### src/rtl/sample_averager_if.sv
// Sample stream bus between the upstream stage, the averager and its consumer.
interface sample_averager_if;
  logic [31:0] data_in;
  logic        data_in_valid;
  logic        ce;
  logic        clear;
  logic [31:0] data_out;
  logic        data_out_valid;
  logic        busy;
  logic [15:0] block_cnt;

  // Drives samples and control, observes the averaged result.
  modport master (
    output data_in, data_in_valid, ce, clear,
    input  data_out, data_out_valid, busy, block_cnt
  );

  // The averager itself.
  modport slave (
    input  data_in, data_in_valid, ce, clear,
    output data_out, data_out_valid, busy, block_cnt
  );
endinterface

### src/rtl/sample_averager.sv
// Block averager: sums 2^LOG2_N signed samples and emits their mean
// (floor or round-half-up) as a registered single-cycle pulse.
//
// state   | meaning
// --------+---------------------------------------------
// S_IDLE  | no partial block held, count=0, acc=0
// S_ACCUM | partial block held, count>=1
module sample_averager #(
  parameter int LOG2_N = 2,
  parameter int ROUND  = 0
) (
  input  logic             clk,
  input  logic             rst,
  sample_averager_if.slave bus
);

  localparam int AW = 32 + LOG2_N;

  localparam logic [0:0] S_IDLE  = 1'b0;
  localparam logic [0:0] S_ACCUM = 1'b1;

  // Count value of the last sample in a block (N-1).
  localparam logic [LOG2_N-1:0] CNT_LAST = '1;

  // Half an LSB of the result, added before the shift when rounding.
  localparam logic [AW:0] RND = (ROUND != 0) ? ((AW+1)'(1) << (LOG2_N-1)) : '0;

  logic [0:0]        state_q, state_d;
  logic [AW-1:0]     acc_q,   acc_d;
  logic [LOG2_N-1:0] cnt_q,   cnt_d;
  logic [31:0]       dout_q,  dout_d;
  logic              vld_q,   vld_d;
  logic [15:0]       bcnt_q,  bcnt_d;

  logic              accept;
  logic              last;
  logic [AW-1:0]     acc_add;
  logic [AW:0]       sum_rnd;

  // Datapath: sign-extended accumulate, optional rounding, arithmetic shift.
  always_comb begin
    accept  = bus.ce & bus.data_in_valid & ~bus.clear;
    last    = accept && (cnt_q == CNT_LAST);
    acc_add = acc_q + {{LOG2_N{bus.data_in[31]}}, bus.data_in};
    // One extra bit so the rounding constant can never wrap the sum.
    sum_rnd = {acc_add[AW-1], acc_add} + RND;
  end

  // Next-state: clear wins over a sample; the Nth sample emits and restarts.
  always_comb begin
    state_d = state_q;
    acc_d   = acc_q;
    cnt_d   = cnt_q;
    dout_d  = dout_q;
    vld_d   = 1'b0;
    bcnt_d  = bcnt_q;
    if (bus.clear) begin
      state_d = S_IDLE;
      acc_d   = '0;
      cnt_d   = '0;
    end else if (accept) begin
      if (last) begin
        state_d = S_IDLE;
        acc_d   = '0;
        cnt_d   = '0;
        vld_d   = 1'b1;
        dout_d  = 32'($signed(sum_rnd) >>> LOG2_N);
        bcnt_d  = bcnt_q + 16'd1;
      end else begin
        state_d = S_ACCUM;
        acc_d   = acc_add;
        cnt_d   = cnt_q + 1'b1;
      end
    end
  end

  // State and output registers with synchronous reset.
  always_ff @(posedge clk) begin
    if (rst) begin
      state_q <= S_IDLE;
      acc_q   <= '0;
      cnt_q   <= '0;
      dout_q  <= '0;
      vld_q   <= 1'b0;
      bcnt_q  <= '0;
    end else begin
      state_q <= state_d;
      acc_q   <= acc_d;
      cnt_q   <= cnt_d;
      dout_q  <= dout_d;
      vld_q   <= vld_d;
      bcnt_q  <= bcnt_d;
    end
  end

  assign bus.data_out       = dout_q;
  assign bus.data_out_valid = vld_q;
  assign bus.busy           = (state_q == S_ACCUM);
  assign bus.block_cnt      = bcnt_q;

endmodule
### src/flat_wrapper.sv
// flat-port wrapper written by rule: the top's interface ports become plain ports
module sample_averager_flat 
#(
  parameter int LOG2_N = 2,
  parameter int ROUND  = 0
)
  (clk, rst, bus_data_in, bus_data_in_valid, bus_ce, bus_clear, bus_data_out, bus_data_out_valid, bus_busy, bus_block_cnt);
  sample_averager_if bus_i ();
  input  logic clk;
  input  logic rst;
  input wire logic [$bits(bus_i.data_in)-1:0] bus_data_in;
  input wire logic [$bits(bus_i.data_in_valid)-1:0] bus_data_in_valid;
  input wire logic [$bits(bus_i.ce)-1:0] bus_ce;
  input wire logic [$bits(bus_i.clear)-1:0] bus_clear;
  output wire logic [$bits(bus_i.data_out)-1:0] bus_data_out;
  output wire logic [$bits(bus_i.data_out_valid)-1:0] bus_data_out_valid;
  output wire logic [$bits(bus_i.busy)-1:0] bus_busy;
  output wire logic [$bits(bus_i.block_cnt)-1:0] bus_block_cnt;
  assign bus_i.data_in = bus_data_in;
  assign bus_i.data_in_valid = bus_data_in_valid;
  assign bus_i.ce = bus_ce;
  assign bus_i.clear = bus_clear;
  assign bus_data_out = bus_i.data_out;
  assign bus_data_out_valid = bus_i.data_out_valid;
  assign bus_busy = bus_i.busy;
  assign bus_block_cnt = bus_i.block_cnt;
  sample_averager #(.LOG2_N(LOG2_N), .ROUND(ROUND)) u_core (.clk(clk), .rst(rst), .bus(bus_i));
endmodule
### config.mk
export PLATFORM = sky130hd
export DESIGN_NAME = sample_averager_flat
export DESIGN_NICKNAME = d
export VERILOG_FILES = /design/src/rtl/sample_averager_if.sv /design/src/rtl/sample_averager.sv /design/src/flat_wrapper.sv
export SDC_FILE = /design/constraint.sdc
export NUM_CORES = 1
export LEC_CHECK = 0
export CAP_MARGIN = 20
export CORE_MARGIN = 3
export CORE_UTILIZATION = 50
export DETAILED_ROUTE_END_ITERATION = 10
export DONT_BUFFER_PORTS = 1
export SYNTH_ARGS = -nofsm -noshare
export SYNTH_HDL_FRONTEND = slang
export SYNTH_SLANG_ARGS = --single-unit
### constraint.sdc
create_clock -name clk -period 7.65 [get_ports clk]
set_clock_uncertainty 0.15 [all_clocks]
set_input_delay 0.3825 -clock clk [delete_from_list [all_inputs] [get_ports clk]]
set_output_delay 0.3825 -clock clk [all_outputs]
set_load 0.03 [all_outputs]
Word level (Yosys, flattened, before mapping)
Cells that the tools add are included.
{"block": "totals", "register_bits": 86, "in_bits": 37, "output_inout_bits": 50, "wordCells": 22}
{"block": "classes", "add_sub_neg": 3, "eq_ne": 1, "mux": 4, "n_bitwise": 4, "n_reduce_logical": 4}
{"operator": "adder 34 bit", "count": 1}
{"operator": "two-way mux 34 bit", "count": 1}
{"operator": "adder 16 x 1 -> 16 bit (second input constant)", "count": 1}
{"operator": "AND reduction 3 bit", "count": 1}
{"operator": "OR reduction 3 bit", "count": 1}
{"operator": "adder 2 x 1 -> 2 bit (second input constant)", "count": 1}
{"operator": "AND 1 bit", "count": 2}
{"operator": "equality test 2 bit (second input constant)", "count": 1}
{"operator": "two-way mux 1 bit", "count": 2}
{"operator": "two-way mux 2 bit", "count": 1}
{"operator": "NOT 1 bit", "count": 2}
{"operator": "OR reduction 2 bit", "count": 1}
{"operator": "logical AND 1 bit", "count": 1}

Depth between registers and ports, before layout
Gate-level depths: netlist of run 1.
{"block": "logic_depth", "word_depth": 4, "mapped_depth": 10}

Worst setup path after synthesis of run 1
OpenSTA, ideal clock, no wires.
{"block": "synth_timing", "path_kind": "input to register", "start": "input bus_data_in[0]", "end": "register u_core.dout_q[28] (netlist: u_core.bus.data_out[28])", "setup_ns": 0.069, "arrival_ns": 2.627, "required_time_ns": 7.431, "setup_slack_ns": 4.804, "stages": 10, "n_path_buf": 0, "path_cell_list": "ha_1 > fa_1 > a21o_1 > a221oi_2 > o21ai_1 > a311o_2 > a31oi_4 > o21bai_2 > a211o_1 > o21ai_1"}
{"block": "synth_via", "elab_chain_cells": 1}
{"element": "start, declared", "line": "flat_wrapper.sv:11", "rtl": "input wire logic [$bits(bus_i.data_in)-1:0] bus_data_in;"}
{"element": "adder 34 bit", "line": "sample_averager.sv:44", "rtl": "acc_add = acc_q + {{LOG2_N{bus.data_in[31]}}, bus.data_in};"}
{"element": "end signal, assigned", "line": "sample_averager.sv:90", "rtl": "dout_q <= dout_d;"}
{"element": "end, declared", "line": "sample_averager.sv:31", "rtl": "logic [31:0] dout_q, dout_d;"}
Every way passes these cells.
A chain may end at the register's enable or synchronous reset.

Worst setup path in the final report of run 1
{"block": "layout_timing", "start": "register u_core.acc_q[0]", "end": "register u_core.dout_q[28] (netlist: u_core.bus.data_out[28])"}
{"block": "layout_via", "elab_chain_cells": 1}
{"element": "start, declared", "line": "sample_averager.sv:29", "rtl": "logic [AW-1:0] acc_q, acc_d;"}
{"element": "start signal, assigned", "line": "sample_averager.sv:81", "rtl": "acc_q <= '0;"}
{"element": "start signal, assigned", "line": "sample_averager.sv:88", "rtl": "acc_q <= acc_d;"}
{"element": "adder 34 bit", "line": "sample_averager.sv:44"}
Every way passes these cells.

==> qor.yml, run 1 <==
coreArea_mm2: 0.00950
cts_made_buffers: 9
worstPathRequired_ps: 7810
fin_crit_sh_pct: 39.0
r2r_start: "u_core.acc_q[0]"
grt_setup_unrepaired: "false"
ys_top_cells_by_count: "nand2_1, dfxtp_1, a21oi_1"
rr_endpoint: "u_core.bus.data_out[28]"
wirelength_um: 13200
r2r_slack_ps: 4660
dp_slack_ps: 4580
die_h_um: 106
drcViolationCount: 0
fin_setup_tns_ps: 0
port_buffers: 0
cp-end-kind: "flip-flop"
crit_path_start_kind: "flip-flop"
htree_num_levels: 3
cp_max_fo: 3
drive_above_1_share_pct: 7.54
grt_overflow_total: 0
syn_nets: 681
die_x_um: 106
worst_slack_ps: 4660
clkTransAtPathRegs_ps: 110
viasPerCell: 6.02
grt_pass1_vias: 4215
cts-resized-gates: 0
seqPwrFrac_pct: 52.2
ys_seq_area_share_pct: 34.4
grt_pass1_wl_um: 21800
synth_seq_cells: 86
first_pass_iters: 4
hold_viol: 0
num_vias: 4369
num_antenna_cells: 0
clockPowerShare_pct: 37.6
synth-main-ff-cell: "dfxtp_1"
antenna_found_initial: 0
synth_warnings: 0
drv_slew: 0
ant_nets: 0
dr.first_iter.drc_count: 245
place.detailed.hpwl_um: 9610
synthCells: 608
maxSlewHeadroom_pct: 32.7
place_congestion: 0.888
path_class: "reg2reg"
grt_max_degree: 44
ys_async_sr_fraction_pct: 0
cts.sinks: 86
arrival_ps: 3140
synth_edf_count: 0
row_count: 35
setup-violations-final: 0
min_from: "rst"
io_pins: 87
synth_top_area_cell: "dfxtp_1"
cts_tree: "built"
outcome: "complete, no violations"
fp.dieArea_mm2: 0.0112
ff2ff_path_depth: 10
start_util_pct: 52.7
power_frac_comb_pct: 10.2
track_usage_pct: 24.0
yosysMostFrequentCell: "nand2_1"
irDropWorstVdd_mv: 0.0729
fin_crit_ps: 2990
post_cts_buffers: 0
intPower_w: 0.000611
cts_hold_buf: 1
synth_area_mm2: 0.00501
clk_latency_ps: 380
switchingPower_w: 0.000257
clock_tree.root_cell: "clkbuf_8"
p_leak_nw: 2.07
synth.top_cell.area_share_pct: 34.4
worstHoldPathType: "in2reg"
power_density_mw_per_mm2: 164
syn_area_per_cell_um2: 8.23
drt-wirelength-per-cell_um: 18.1
yosysUniqueCellTypes: 67
final_nets: 665
area_growth_pct: 5.57
clk_path_buf_depth: 2
hold_end: "u_core.bus.data_out[28]"
ys_top_cells_by_area: "dfxtp_1, ha_1, nand2_1"
tightest_slew_ps: 1000
cap_violations: 0
min_path_cells: 2
p_sw_share_pct: 29.6
max_freq_mhz: 335
nFillCells: 936
-- power groups by stage --
| stage | clock network, W | logic [W] | registers (W) |
|---|---|---|---|
| after floorplan | 0 | 0.0000689 | 0.000463 |
| after global placement | 0 | 0.0000816 | 0.000463 |
| after detailed placement | 0 | 0.0000819 | 0.000463 |
| after CTS | 0.000334 | 0.0000875 | 0.000453 |
| after global routing | 0.000356 | 0.0000980 | 0.000453 |
| final | 0.000326 | 0.0000885 | 0.000453 |
-- registers in the layout, indices dropped and copies added, names as in the netlist --
| register | cells |
|---|---|
| u_core.bus.block_cnt | 16 |
| u_core.bus.data_out_valid | 1 |
| u_core.cnt_q | 2 |
| u_core.bus.data_out | 32 |
| u_core.acc_q | 34 |
| u_core.bus.busy | 1 |
-- worst max path at each step --
stage | start | to | slack, ps | cells after the start
CTS | u_core.acc_q[0] | u_core.bus.data_out[28] | 4640 | 10
finish | u_core.acc_q[0] | u_core.bus.data_out[28] | 4660 | 10
detailed placement | bus_data_in[0] | u_core.bus.data_out[28] | 4580 | 10
global placement | bus_data_in[0] | u_core.bus.data_out[28] | 4640 | 10
floorplan | bus_data_in[0] | u_core.bus.data_out[28] | 4800 | 10
global route | u_core.acc_q[0] | u_core.acc_q[20] | 4440 | 9
-- logic make-up (layout without fill, tap and decap cells) --
logic type               after synthesis  count (layout)  synth area share [%]
multiplexers                           2               2                 0.400
adder cells (fa/ha/maj)               36              36                  9.15
buffers and inverters                 44              33                  3.55
XOR/XNOR                              37              37                  6.75
AO/OA/AOI/OAI                        184             184                  25.6
AND/OR/NAND/NOR                      219             219                  20.1
flip-flops                            86              86                  34.4
-- per-stage QoR --
stage	total power [W]	hold WS (ps)	cells	utilization, %	area (um2)
floorplan	0.000532	279	608	-	5010
global placement	0.000545	291	708	53.3	5060
detailed placement	0.000545	298	708	53.3	5060
CTS	0.000874	19.6	725	55.5	5280
global route	0.000908	27.6	726	55.6	5290
finish	0.000867	26.6	726	55.6	5290
-- routing by layer --
layer  wire length, um  global-route usage, %  vias up
met4               197                   6.57        0
met1              6040                   31.6     2064
li1                  -                      -     2170
met5                 0                      0        -
met2              5930                   38.5      119
met3               989                   6.74       16
-- layout by cell type, fill, tap and decap left out, drive strengths merged, types with 3 or more instances in the layout --
| master | count |
|---|---|
| a211o | 5 |
| inv | 17 |
| nand3 | 21 |
| buf | 5 |
| o221ai | 3 |
| a31oi | 6 |
| or2 | 6 |
| nor3 | 9 |
| nor2 | 49 |
| clkbuf | 9 |
| a21oi | 65 |
| a221oi | 3 |
| and3 | 9 |
| dfxtp | 86 |
| a21o | 15 |
| nor2b | 3 |
| a22o | 5 |
| o211ai | 4 |
| o21bai | 5 |
| o31ai | 3 |
| or3 | 10 |
| a211oi | 7 |
| ha | 35 |
| a32o | 4 |
| a22oi | 14 |
| xnor2 | 22 |
| xor2 | 14 |
| nand4 | 13 |
| a311o | 3 |
| nand2 | 87 |
| o21ai | 29 |
-- final cells by class --
cell class	count	area, um2	area share [%]
multi-input cells	478	3110	58.9
flip-flops and latches	86	1720	32.6
well taps	129	161	3.05
clock buffers	9	124	2.34
clock inverters	7	71.3	1.35
repair buffers	5	50.0	0.947
inverters	12	45.0	0.852
-- critical path, stage by stage, from the launching register on --
cell and delay, ps:
dfxtp_1 330, ha_1 200, fa_1 410, a21o_1 210, a221oi_2 310, o21ai_1 180, a311o_2 390, a31oi_4 210
o21bai_2 100, a211o_1 300, o21ai_1 110
Note: power is estimated with default switching activity, not from simulation.
==> run 2, diff against run 1 <==
PLACE_DENSITY = 0.68   (was unset)
clock period = 2.7 ns   (was 7.65 ns; I/O delays follow)
==> run 2 against run 1 <==
The flow now finishes with violations (negative setup slack). Combinational power increased to 3.7 times the previous value. Wire length increased by 7.8%. Utilization increased by 7.8 points. Clock-buffer cell count unchanged. Hold slack got worse by 24 ps. Sequential share of layout area decreased by 3.9 points. Sequential cell count unchanged.
==> qor.yml, run 2 (synthesis results as in run 1) <==
io_pins: 87  # unchanged
htree_num_levels: 3  # unchanged
clk_latency_ps: 370  # about the same
intPower_w: 0.00178  # +190%
hold_viol: 0  # unchanged
drv_slew: 0  # unchanged
cap_violations: 0  # unchanged
cts_tree: "built"
layout_commonest_cell: "nand2_1"
p_leak_nw: 2.39  # +15%
grt_setup_unrepaired: "true"
dr.first_iter.drc_count: 297  # +21%
worstPathRequired_ps: 2860  # -4950 ps
path_class: "reg2reg"
grt_overflow_total: 0  # unchanged
power_frac_comb_pct: 12.8  # +2.6 points
crit_path_start_kind: "flip-flop"
clkTransAtPathRegs_ps: 100  # about the same
tightest_slew_ps: 498  # -507 ps
die_x_um: 106  # unchanged
grt_pass1_vias: 4571  # +8.4%
port_buffers: 0  # unchanged
p_sw_share_pct: 30.0  # +0.46 points
wirelength_um: 14200  # +7.8%
grt_pass1_wl_um: 22500  # +3.3%
cp-end-kind: "flip-flop"
cts.sinks: 86  # unchanged
grt.met2_usage_pct: 41.3  # +2.8 points
start_util_pct: 52.7  # unchanged
grt_max_degree: 51  # +16%
cp_max_fo: 3  # unchanged
worst_slack_ps: -22.1  # -4690 ps
seqPwrFrac_pct: 50.5  # -1.7 points
viasPerCell: 6.00  # -0.25%
clockPowerShare_pct: 36.7  # -0.9 points
switchingPower_w: 0.000763  # +200%
num_antenna_cells: 0  # unchanged
grt_use_met1_pct: 31.7  # about the same
fin_setup_tns_ps: -25.8  # -25.8 ps
fin_util_pct: 63.4  # +7.8 points
area_growth_pct: 20.4
maxSlewHeadroom_pct: 66.8  # +34 points
antenna_found_initial: 1  # +1
worstHoldPathType: "in2reg"
first_pass_iters: 5  # +1
track_usage_pct: 24.8  # +0.79 points
largest_reg_flops: 34  # unchanged
setup-violations-final: 2  # +2
max_freq_mhz: 367  # +9.7%
power_density_mw_per_mm2: 422  # +160%
outcome: "finished with violations"
fin_crit_ps: 2720  # -264 ps
num_vias: 4688  # +7.3%
grt_use_met3_pct: 6.25  # -0.49 points
row_count: 35  # unchanged
fp.dieArea_mm2: 0.0112  # unchanged
drcViolationCount: 0  # unchanged
irDropWorstVdd_mv: 0.233  # +220%
clk_path_buf_depth: 2  # unchanged
largest_register: "u_core.acc_q"
drive_above_1_share_pct: 20.2  # +13 points
place_congestion: 0.928  # +4.5%
final_nets: 720  # +8.3%
drt-wirelength-per-cell_um: 18.2  # +0.23%
dp_slack_ps: -113  # -4690 ps
nFillCells: 828  # -12%
grt-busiest-layer: "met2"
die_h_um: 106  # unchanged
ant_nets: 0  # unchanged
fin_crit_sh_pct: 101  # +62 points
cts_made_buffers: 9  # unchanged
place.detailed.hpwl_um: 10000  # +4.4%
clock_tree.root_cell: "clkbuf_8"
final_cell_mix: "nand2_1, dfxtp_1, a21oi_1, nor2_1, buf_4"
coreArea_mm2: 0.00950  # unchanged
arrival_ps: 2880  # -260 ps
violations: "negative setup slack"
run 2: cell types whose count changed in the layout (fill, tap and decap cells not counted), moves of 5 or more:
cell,before,now
dfxtp_1,86,81
xnor2_2,0,5
o21ai_0,25,20
ha_4,0,7
ha_1,35,25
buf_4,4,49
dlygate4sd3_1,0,9
xnor2_1,22,17
run 2: critical path: stages (launching register included):
cell and delay [ps]:
dfxtp_2 350, ha_4 160, fa_2 340, a21o_1 180, a221oi_2 300, o21ai_2 120, a311o_2 380, a31oi_4 180
o21bai_2 80, a211o_1 290, o21ai_1 120
run 2: power groups by stage:
stage / sequential [W] / combinational [W] / clock [W]
floorplan: 0.00131 / 0.000195 / 0
global placement: 0.00131 / 0.000261 / 0
detailed placement: 0.00131 / 0.000263 / 0
CTS: 0.00128 / 0.000293 / 0.000941
global route: 0.00128 / 0.000355 / 0.000987
finish: 0.00128 / 0.000326 / 0.000931
run 2: final cells by class:
| type | instances | area (um2) | share of cell area [%] |
|---|---|---|---|
| Clock inverter | 7 | 73.8 | 1.23 |
| Tap cell | 129 | 161 | 2.68 |
| Multi-Input combinational cell | 478 | 3400 | 56.5 |
| Sequential cell | 86 | 1730 | 28.7 |
| Clock buffer | 9 | 124 | 2.06 |
| Inverter | 12 | 45.0 | 0.748 |
| Timing Repair Buffer | 60 | 489 | 8.12 |
run 2: metal layers:
| metal | wire [um] | vias to the layer above |
|---|---|---|
| li1 | - | 2277 |
| met3 | 906 | 19 |
| met5 | 13 | - |
| met4 | 175 | 2 |
| met1 | 6210 | 2250 |
| met2 | 6880 | 140 |
run 2: what timing repair did:
item | in CTS | in global routing
setup endpoints to repair | 16 | 31
pin swaps | 7 | 20
hold endpoints to repair | 55 | 2
hold buffers | 8 | 2
buffers inserted | 1 | 4
gates resized for setup | 9 | 50
run 2: stage by stage:
step / instance area (um2) / power, W / instances / hold slack [ps]
after global routing: 6030 / 0.00263 / 781 / 15.6
after floorplan: 5010 / 0.00151 / 608 / 145
final: 6030 / 0.00254 / 781 / 2.39
after global placement: 5380 / 0.00157 / 750 / 63.6
after detailed placement: 5380 / 0.00158 / 750 / 66.8
after CTS: 5700 / 0.00252 / 775 / 21.9
run 2: worst paths after layout:
| path | from | endpoint | slack, ps | cells past startpoint |
|---|---|---|---|---|
| min reg2reg | u_core.acc_q[30] | u_core.acc_q[30] | 310 | 2 |
| max reg2reg | u_core.acc_q[0] | u_core.bus.data_out[28] | -20 | 10 |
| min | bus_data_in[10] | u_core.bus.data_out[8] | 2 | 4 |
| max | u_core.acc_q[0] | u_core.bus.data_out[28] | -20 | 10 |
==> run 3, diff against run 2 <==
CTS_BUF_LIST = sky130_fd_sc_hd__clkbuf_4   (was unset)
==> run 3 against run 2 <==
The flow finishes with violations (negative hold slack, negative setup slack). Sequential power hardly changed. Critical path type unchanged. Critical path depth is the same. Via count increased by 3.7%.
==> qor.yml, run 3 (synthesis results as in run 1) <==
outcome: "finished with violations"
violations: "negative hold slack, negative setup slack"
start_util_pct: 52.7  # unchanged
grt_overflow_total: 0  # unchanged
port_buffers: 0  # unchanged
post-place-cells: 750  # unchanged
maxSlewHeadroom_pct: 60.2  # -6.6 points
cts.sinks: 86  # unchanged
tightest_slew_ps: 591  # +93.0 ps
layout_commonest_cell: "nand2_1"
fin_area_mm2: 0.00628  # +4.3%
place.detailed.hpwl_um: 10000  # unchanged
drcViolationCount: 0  # unchanged
cp-end-kind: "flip-flop"
place_congestion: 0.928  # unchanged
cap_violations: 0  # unchanged
drive_above_1_share_pct: 20.3  # about the same
clkTransAtPathRegs_ps: 170  # +70 ps
die_h_um: 106  # unchanged
die_x_um: 106  # unchanged
drt-wirelength-per-cell_um: 18.3  # +0.97%
path_class: "reg2reg"
p_sw_share_pct: 31.4  # +1.3 points
clockPowerShare_pct: 32.3  # -4.4 points
clock_tree.root_cell: "clkbuf_4"
fin_setup_tns_ps: -10.9  # +14.9 ps
rr_endpoint: "u_core.bus.data_out[28]"
r2r_start: "u_core.acc_q[0]"
coreArea_mm2: 0.00950  # unchanged
cts_tree: "built"
total_power_w: 0.00239  # -6.0%
cp_max_fo: 3  # unchanged
r2r_slack_ps: -10  # about the same
seqPwrFrac_pct: 53.8  # +3.3 points
arrival_ps: 2980  # +100 ps
crit_path_start_kind: "flip-flop"
worstPathRequired_ps: 2970  # +110 ps
cp-startpoint: "u_core.acc_q[0]"
max_freq_mhz: 369  # +0.42%
irDropWorstVdd_mv: 0.211  # -9.7%
grt_pass1_vias: 4806  # +5.1%
intPower_w: 0.00164  # -7.8%
wirelength_um: 14900  # +4.7%
num_vias: 4861  # +3.7%
p_leak_nw: 2.54  # +6.2%
detailed_place.area_mm2: 0.00538  # unchanged
hold_viol: 2  # +2
grt_pass1_wl_um: 23200  # +2.9%
row_count: 35  # unchanged
power_frac_comb_pct: 13.8  # +1.0 points
viasPerCell: 6.00  # about the same
grt_setup_unrepaired: "true"
grt_max_degree: 52  # +2.0%
io_pins: 87  # unchanged
cts_made_buffers: 9  # unchanged
antenna_found_initial: 0  # -1
worst_slack_ps: -10.9  # +11.3 ps
power_density_mw_per_mm2: 380  # -9.8%
clk_path_buf_depth: 2  # unchanged
worstHoldPathType: "in2reg"
fp.dieArea_mm2: 0.0112  # unchanged
switchingPower_w: 0.000749  # -1.8%
fin_crit_sh_pct: 100  # -0.42 points
htree_num_levels: 3  # unchanged
track_usage_pct: 25.3  # +0.58 points
worstSetupEndpoint: "u_core.bus.data_out[28]"
largest_reg_flops: 34  # unchanged
drv_slew: 0  # unchanged
first_pass_iters: 6  # +1
setup-violations-final: 1  # -1
final_cell_mix: "nand2_1, dfxtp_1, a21oi_1, buf_4, nor2_1"
fin_crit_ps: 2710  # -11.3 ps
dr.first_iter.drc_count: 284  # -4.4%
num_antenna_cells: 0  # unchanged
final_nets: 749  # +4.0%
ff2ff_path_depth: 10  # unchanged
final-instance-count-excl-fill: 810  # +3.7%
clk_latency_ps: 490  # +120 ps
ant_nets: 0  # unchanged
largest_register: "u_core.acc_q"
area_growth_pct: 25.5
hold_slack_ps: -30.6  # -32.9 ps
-- run 3: cell types whose count changed in the layout (fill, tap and decap cells not counted), moves of 2 or more --
cell and delta:
ha_1 -2, dfxtp_2 +2, dlygate4sd3_1 +29, clkbuf_8 -9
clkbuf_4 +9, ha_2 +2, dfxtp_1 -2
-- run 3: how the worst min path moves through the flow --
stage	from	to	slack [ps]	depth (start not counted)
after floorplan	bus_data_in_valid	u_core.cnt_q[1]	140	2
after global placement	rst	u_core.bus.data_out[21]	60	1
after detailed placement	rst	u_core.bus.data_out[21]	70	1
after CTS	rst	u_core.bus.data_out[5]	-450	1
after global routing	bus_data_in[14]	u_core.bus.data_out[12]	20	4
final	bus_data_in[14]	u_core.bus.data_out[12]	-30	4
-- run 3: repair_timing --
item	4_1_cts	5_1_grt
pin swaps	6	21
buffers inserted	1	4
hold endpoints to repair	58	28
hold buffers	34	5
gates resized for setup	10	57
endpoints found under the setup margin	18	39
-- run 3: layout make-up --
type                            count  area [um2]
Multi-Input combinational cell    478        3420
Fill cell                         804        3220
Sequential cell                    86        1730
Timing Repair Buffer               89         779
Tap cell                          129         161
Clock inverter                      7        73.8
Clock buffer                        9        67.6
Inverter                           12        45.0
-- run 3: layer usage --
layer  GRT usage [%]  vias to the layer above  part of all wire (%)
li1                -                     2338                     -
met4            8.23                        0                   1.6
met5               0                        -                     0
met1            32.2                     2346                    44
met3            5.28                       27                   6.3
met2            43.0                      150                    48
-- run 3: through the flow --
step	util, %	hold WS [ps]	worst slack (ps)
after floorplan	-	145	3.01
after global placement	56.6	63.6	-50.3
after detailed placement	56.6	66.8	-113
after CTS	62.0	-447	-12.4
after global routing	66.1	21.1	-132
final	66.1	-30.6	-10.9
-- run 3: worst max-delay path, cell delays in order, from the launching register on --
cell and delay (ps):
dfxtp_2 360, ha_4 160, fa_2 340, a21o_1 180
a221oi_2 290, o21ai_2 120, a311o_2 380, a31oi_4 180
o21bai_2 80, a211o_1 290, o21ai_1 120
-- run 3: power groups by stage --
stage | Combinational, W | Sequential (W) | Clock, W
global route | 0.000359 | 0.00129 | 0.000813
finish | 0.000330 | 0.00129 | 0.000772
floorplan | 0.000195 | 0.00131 | 0
CTS | 0.000283 | 0.00129 | 0.000777
global placement | 0.000261 | 0.00131 | 0
detailed placement | 0.000263 | 0.00131 | 0
